### config.mk
export PLATFORM = sky130hd
export DESIGN_NAME = dvsd_pe_rr
export DESIGN_NICKNAME = d
export VERILOG_FILES = /design/src/rtl/dvsd_pe_rr.sv
export SDC_FILE = /design/constraint.sdc
export NUM_CORES = 1
export LEC_CHECK = 0
export ABC_AREA = 1
export BUFFER_PORTS_ARGS = -buffer_cell sky130_fd_sc_hd__buf_2
export CAP_MARGIN = 20
export CORE_MARGIN = 4
export CORE_UTILIZATION = 30
export DETAILED_ROUTE_END_ITERATION = 10
export PLACE_DENSITY_LB_ADDON = 0.05
export SLEW_MARGIN = 20
export SYNTH_ARGS = -nofsm -noshare
export SYNTH_HDL_FRONTEND = slang
export SYNTH_SLANG_ARGS = --single-unit
### constraint.sdc
create_clock -name clk -period 3.6 [get_ports clk]
set_input_delay 0.72 -clock clk [delete_from_list [all_inputs] [get_ports clk]]
set_output_delay 0.72 -clock clk [all_outputs]
set_load 0.03 [all_outputs]
### src/rtl/dvsd_pe_rr.sv
// Parametrised priority encoder with a selectable round-robin mode and a
// registered valid/ready output stage (latency 1, one result per cycle).
module dvsd_pe_rr #(
  parameter  int N = 8,
  localparam int W = $clog2(N)
) (
  input  logic         clk,
  input  logic         rst_n,
  input  logic [N-1:0] in,
  input  logic         en,
  input  logic         rr_en,
  input  logic         in_valid,
  output logic         in_ready,
  output logic [W-1:0] out,
  output logic         gs,
  output logic         eno,
  output logic         out_valid,
  input  logic         out_ready
);

  localparam logic [W-1:0] LAST = W'(N - 1);

  logic [W-1:0] r_ptr;
  logic [W-1:0] r_out;
  logic         r_gs;
  logic         r_eno;
  logic         r_valid;

  logic [W-1:0] w_fix_idx;
  logic [W-1:0] w_rr_idx;
  logic [W-1:0] w_scan;
  logic         w_rr_hit;
  logic [W-1:0] w_win;
  logic [W-1:0] w_out;
  logic         w_any;
  logic         w_gs;
  logic         w_eno;
  logic         w_accept;

  // Fixed priority: the last set bit seen while scanning upward wins.
  always_comb begin
    w_fix_idx = '0;
    for (int i = 0; i < N; i++) begin
      if (in[i]) w_fix_idx = W'(i);
    end
  end

  // Round-robin: scan downward from the pointer, wrapping 0 -> N-1.
  always_comb begin
    w_rr_idx = '0;
    w_rr_hit = 1'b0;
    w_scan   = r_ptr;
    for (int k = 0; k < N; k++) begin
      if (!w_rr_hit && in[w_scan]) begin
        w_rr_idx = w_scan;
        w_rr_hit = 1'b1;
      end
      w_scan = (w_scan == '0) ? LAST : w_scan - 1'b1;
    end
  end

  assign w_any    = |in;
  assign w_win    = rr_en ? w_rr_idx : w_fix_idx;
  assign w_gs     = en && w_any;
  assign w_eno    = en && !w_any;
  assign w_out    = w_gs ? w_win : '0;
  assign in_ready = !r_valid || out_ready;
  assign w_accept = in_valid && in_ready;

  always_ff @(posedge clk) begin
    if (!rst_n) begin
      r_valid <= 1'b0;
      r_out   <= '0;
      r_gs    <= 1'b0;
      r_eno   <= 1'b0;
      r_ptr   <= LAST;
    end else if (w_accept) begin
      r_valid <= 1'b1;
      r_out   <= w_out;
      r_gs    <= w_gs;
      r_eno   <= w_eno;
      // The granted request drops to lowest priority for the next search.
      if (rr_en && w_gs) begin
        r_ptr <= (w_win == '0) ? LAST : w_win - 1'b1;
      end
    end else if (out_ready) begin
      r_valid <= 1'b0;
    end
  end

  assign out       = r_out;
  assign gs        = r_gs;
  assign eno       = r_eno;
  assign out_valid = r_valid;

endmodule

; Word-level counts from Yosys, hierarchy flattened
; Cells that the tools add are included.
[word_totals]
ff_bits = 9
out_inout_bits = 7
wordCells = 103
[op_classes]
addsub = 8
order_cmp = 8
muxes = 50
reduce_logical = 32
[op_table]
columns = op, n
row1 = 3-bit 2-to-1 mux, 23
row2 = "3-bit by 4-bit less-than comparator with 1-bit output, second input constant", 8
row3 = 1-bit binary-select mux with 3-bit select, 8
row4 = 3-bit logical NOT, 8
row5 = "3-bit by 1-bit subtractor with 3-bit output, second input constant", 8
row6 = 1-bit 2-to-1 mux, 18
row7 = 1-bit logical AND, 11
row8 = 1-bit logical NOT, 9
row9 = 8-bit OR reduction, 1
row10 = 2-bit 2-to-1 mux, 1
row11 = 2-bit AND reduction, 1
row12 = 2-bit nonzero test, 1
row13 = 1-bit logical OR, 1

; Depth between registers and ports, before layout
[depth]
word_depth = 27
mapped_depth = 31

; Worst setup path after synthesis
; OpenSTA, ideal clock, no wires.
[synth_path]
path_type = register to register
start = register r_ptr[0]
end = register r_ptr[1]
setup_ns = 0.127
t_arrival_ns = 3.474
required_ns = 3.473
setup_slack_ns = -0.001
path_stages_with_launch = 30
n_path_buf = 0
synth_period_minus_slack_ns = 3.601
path_cell_list = dfxtp_1 -> inv_2 -> ha_1 -> nand2_2 -> inv_2 -> ha_1 -> nor2_1 -> inv_1 -> nand3_1 -> nand2_2 -> nand2_1 -> nand3_2 -> nand2_2 -> nand2_2 -> nand3_1 -> nand2_1 -> nand2_1 -> nand2_2 -> nor2_4 -> nand3_2 -> nand2_1 -> nand3_2 -> nand2_2 -> inv_1 -> ha_1 -> ha_1 -> inv_1 -> nand2_1 -> nand2_1 -> o211ai_1
[synth_via]
elab_chain_len = 27
elab_cells_between_ends = 70
cone_classes = add/sub: 8 / mux: 40 / reduce/logical: 22
[synth_lines]
columns = item, line_no
row1 = "start, declared", 23  ; logic [W-1:0] r_ptr;
row2 = "start signal, assigned", 84  ; r_ptr <= (w_win == '0) ? LAST : w_win - 1'b1;
row3 = "parallel branches: the longest is 23 deep, another holds 3-bit by 1-bit subtractor with 3-bit output", --
row4 = 3-bit 2-to-1 mux *, 54  ; if (!w_rr_hit && in[w_scan]) begin
row5 = 3-bit 2-to-1 mux *, 63  ; assign w_win = rr_en ? w_rr_idx : w_fix_idx;
row6 = 3-bit by 1-bit subtractor with 3-bit output or 3-bit logical NOT (tied branches), 84
row7 = 3-bit 2-to-1 mux *, 84
; Mark *: on every way between the ends. The select of a mux whose other input is x is not followed.
; A chain may end at the register's enable or synchronous reset.

; Worst setup path in the final report
[layout_path]
start = register r_ptr[1]
end = register r_ptr[1]
; The elaborated chain is that of the path after synthesis.

==> results.md <==
* Root Buffer: clkbuf_8
* Most used DFF post-synth: dfxtp_1
* Final period util at 0.938
* WL/cell at 13.1 µm
* Starting Density at 0.311
* Hold Crit Class: register to register
* P per Cell Area at 313 mW/mm²
* TritonCTS buffer count at 3
* Cell area after layout at 0.00204 mm²
* Global-route wire length before repair at 8360 µm
* Die W at 80.7 µm
* I/O pins at 21
* Clk_lat worst skew at 230 ps
* Sw frac at 0.495
* CP arrival at 3490 ps
* Final wirelength at 5080 µm
* Max stage delay on crit path at 330 ps
* Max Slew Vio Count at 0
* Fmax achieved at 296 MHz
* Via count at 1892
* GRT met3 Usage at 0.0157
* Crit end category: register
* Hold-fix buffers, CTS at 0
* Commonest non-fill, non-tap cell in the layout: nand2_1
* Synth area leaders: nand2_1 18%, nand3_1 12%, dfxtp_1 11%
* Min Tclk post-route at 3380 ps
* Drt pass-1 iters at 4
* Synthesized cell area at 0.00159 mm²
* Setup crit start kind: register
* DRC at 0
* Rows at 26
* Combinational share of power at 0.645
* Fin nets at 343
* NetSw at 316 µW
* Most frequent cells in the layout: 73 x nand2_1, 34 x inv_1, 31 x nand3_1
* Remaining global-route overflow at 0
* Synth top area share at 0.185
* Clk sinks at 9
* Final Non-Filler Cells at 388
* Avg Vias per Cell at 4.88
* Cells after Synth at 279
* Area growth syn-to-layout at 28.5%
* Worst path slowest cell: dfxtp_1
* Placed Area at 0.00186 mm²
* Vias in the first global route at 1792
* Leak Pwr at 1.04 nW
* Internal cell power at 323 µW
* Post-synth EDFFs at 0
* Met1 Usage GRT at 0.208
* CP max FO at 5
* TNS Setup at 0 ps
* Final setup viols at 0
* Gpl congestion at 0.857
* Max-cap check violation count at 0
* Ant diodes at 0
* Critical path class: register to register
* Synth Area per Inst at 5.69 µm²
* Clock transition at path regs at 50 ps
* CP Buf/Inv Count at 5
* Family with the most delay on the worst path: simple AND/OR/NAND/NOR gates
* Syn. warnings at 0
* Synthesized Nets at 303
* Slew headroom at 0.661
* Post-route ant nets at 0
* Required @ worst endpoint at 3710 ps
* Cell count after placement at 380
* Register area share after synthesis at 0.114
* Die area at 0.00652 mm²
* Clock power frac at 0.184
* Final hold vios at 0
* Core area at 0.00511 mm²
* H-Tree Depth at 1
* Peak supply drop at 197 µV
* Max clock buf depth at 2
* Clock Skews at 2.28 ps
* Number of DRC markers in iteration 0 at 74
* Hpwl dp at 4230 µm
* Yosys reg bits at 9
* Worst-margin pin slew at 505 ps
* Initial antenna violation count at 0
* Met2 usage at 0.291
* Seq pwr share at 0.171
* Die height at 80.7 µm
* CTS tree: done
* Status: complete, no violations
* Leading area contributor after synthesis: nand2_1
* Largest net degree at the start of global routing at 16
* Most used cell, CP: nand2_1
* Share of layout cells above drive strength 1 at 0.318
* Total track usage at 0.163
* Distinct cells, synth at 28
* Busiest grt layer: met2
* FFs w/ async S/R, synth at 0
* Port Buffers at 20
-- registers in the layout, indices dropped and copies added, names as in the netlist --
signal,cells
r_ptr,3
out_valid,1
gs,1
out,3
eno,1
-- path summary, 6_finish.rpt --
| kind | start | to | slack (ps) | cells past startpoint |
|---|---|---|---|---|
| max | r_ptr[1] | r_ptr[1] | 220 | 29 |
| min reg2reg | out[1] | out[1] | 460 | 2 |
| max reg2reg | r_ptr[1] | r_ptr[1] | 220 | 29 |
| min | out[1] | out[1] | 460 | 2 |
-- cell usage after synthesis (2+ instances only) --
cell type / n
nand2_1: 78
inv_1: 37
nand3_1: 37
a21oi_1: 17
nand2_2: 17
o21ai_0: 17
nor2_1: 15
ha_1: 10
dfxtp_1: 9
nand3_2: 7
nand4_1: 6
inv_2: 3
nand2_4: 3
nand3b_1: 3
nor2_2: 3
nor3_1: 3
nor2_4: 2
o21ai_2: 2
-- area by class of cell --
| class | count | area, µm² |
|---|---|---|
| inverters | 40 | 153 |
| multi-input cells | 228 | 1340 |
| fillers | 591 | 3070 |
| clock buffers | 4 | 45.0 |
| well taps | 70 | 87.6 |
| flip-flops and latches | 9 | 181 |
| repair buffers | 37 | 228 |
-- repair_timing --
action,in CTS,in global routing
endpoints found under the setup margin,3,3
setup buffers,0,4
resized for setup,2,27
pin swaps,0,5
-- cells by family (layout without fill, tap and decap cells) --
logic type      Yosys count  count (layout)  share of synthesized area
flops                     9               9                      0.114
buf+inv                  42              81                      0.104
compound gates           41              41                      0.146
mux                       1               1                    0.00631
fa+ha+maj                10              10                     0.0789
simple gates            176             176                      0.551
-- layer usage --
layer / vias up / share of wire
met3: 6 / 0.032
met1: 838 / 0.46
met4: 0 / 0.0093
met2: 46 / 0.50
met5: - / 0
li1: 1002 / -
-- power groups by stage --
stage	sequential, mW	combinational, mW	clock (mW)
after CTS	0.109	0.374	0.122
after detailed placement	0.111	0.371	0
after global placement	0.111	0.376	0
final	0.109	0.412	0.118
after global routing	0.110	0.463	0.129
after floorplan	0.119	0.256	0
-- metrics by stage --
stage	utilization	power (mW)	hold slack [ps]	setup WS, ps
2_1_floorplan	-	0.375	526	49.8
3_3_place_gp	0.364	0.487	452	-18.8
3_5_place_dp	0.364	0.481	455	-78.0
4_1_cts	0.375	0.604	463	29.6
5_1_grt	0.399	0.701	499	-53.6
6_report	0.399	0.639	464	225
-- tightest hold or removal path: stages, from the launching register on --
cell     delay (ps)
dfxtp_1         300
nand2_1          60
a21oi_1          50
Note: power is estimated with default switching activity, not from simulation.
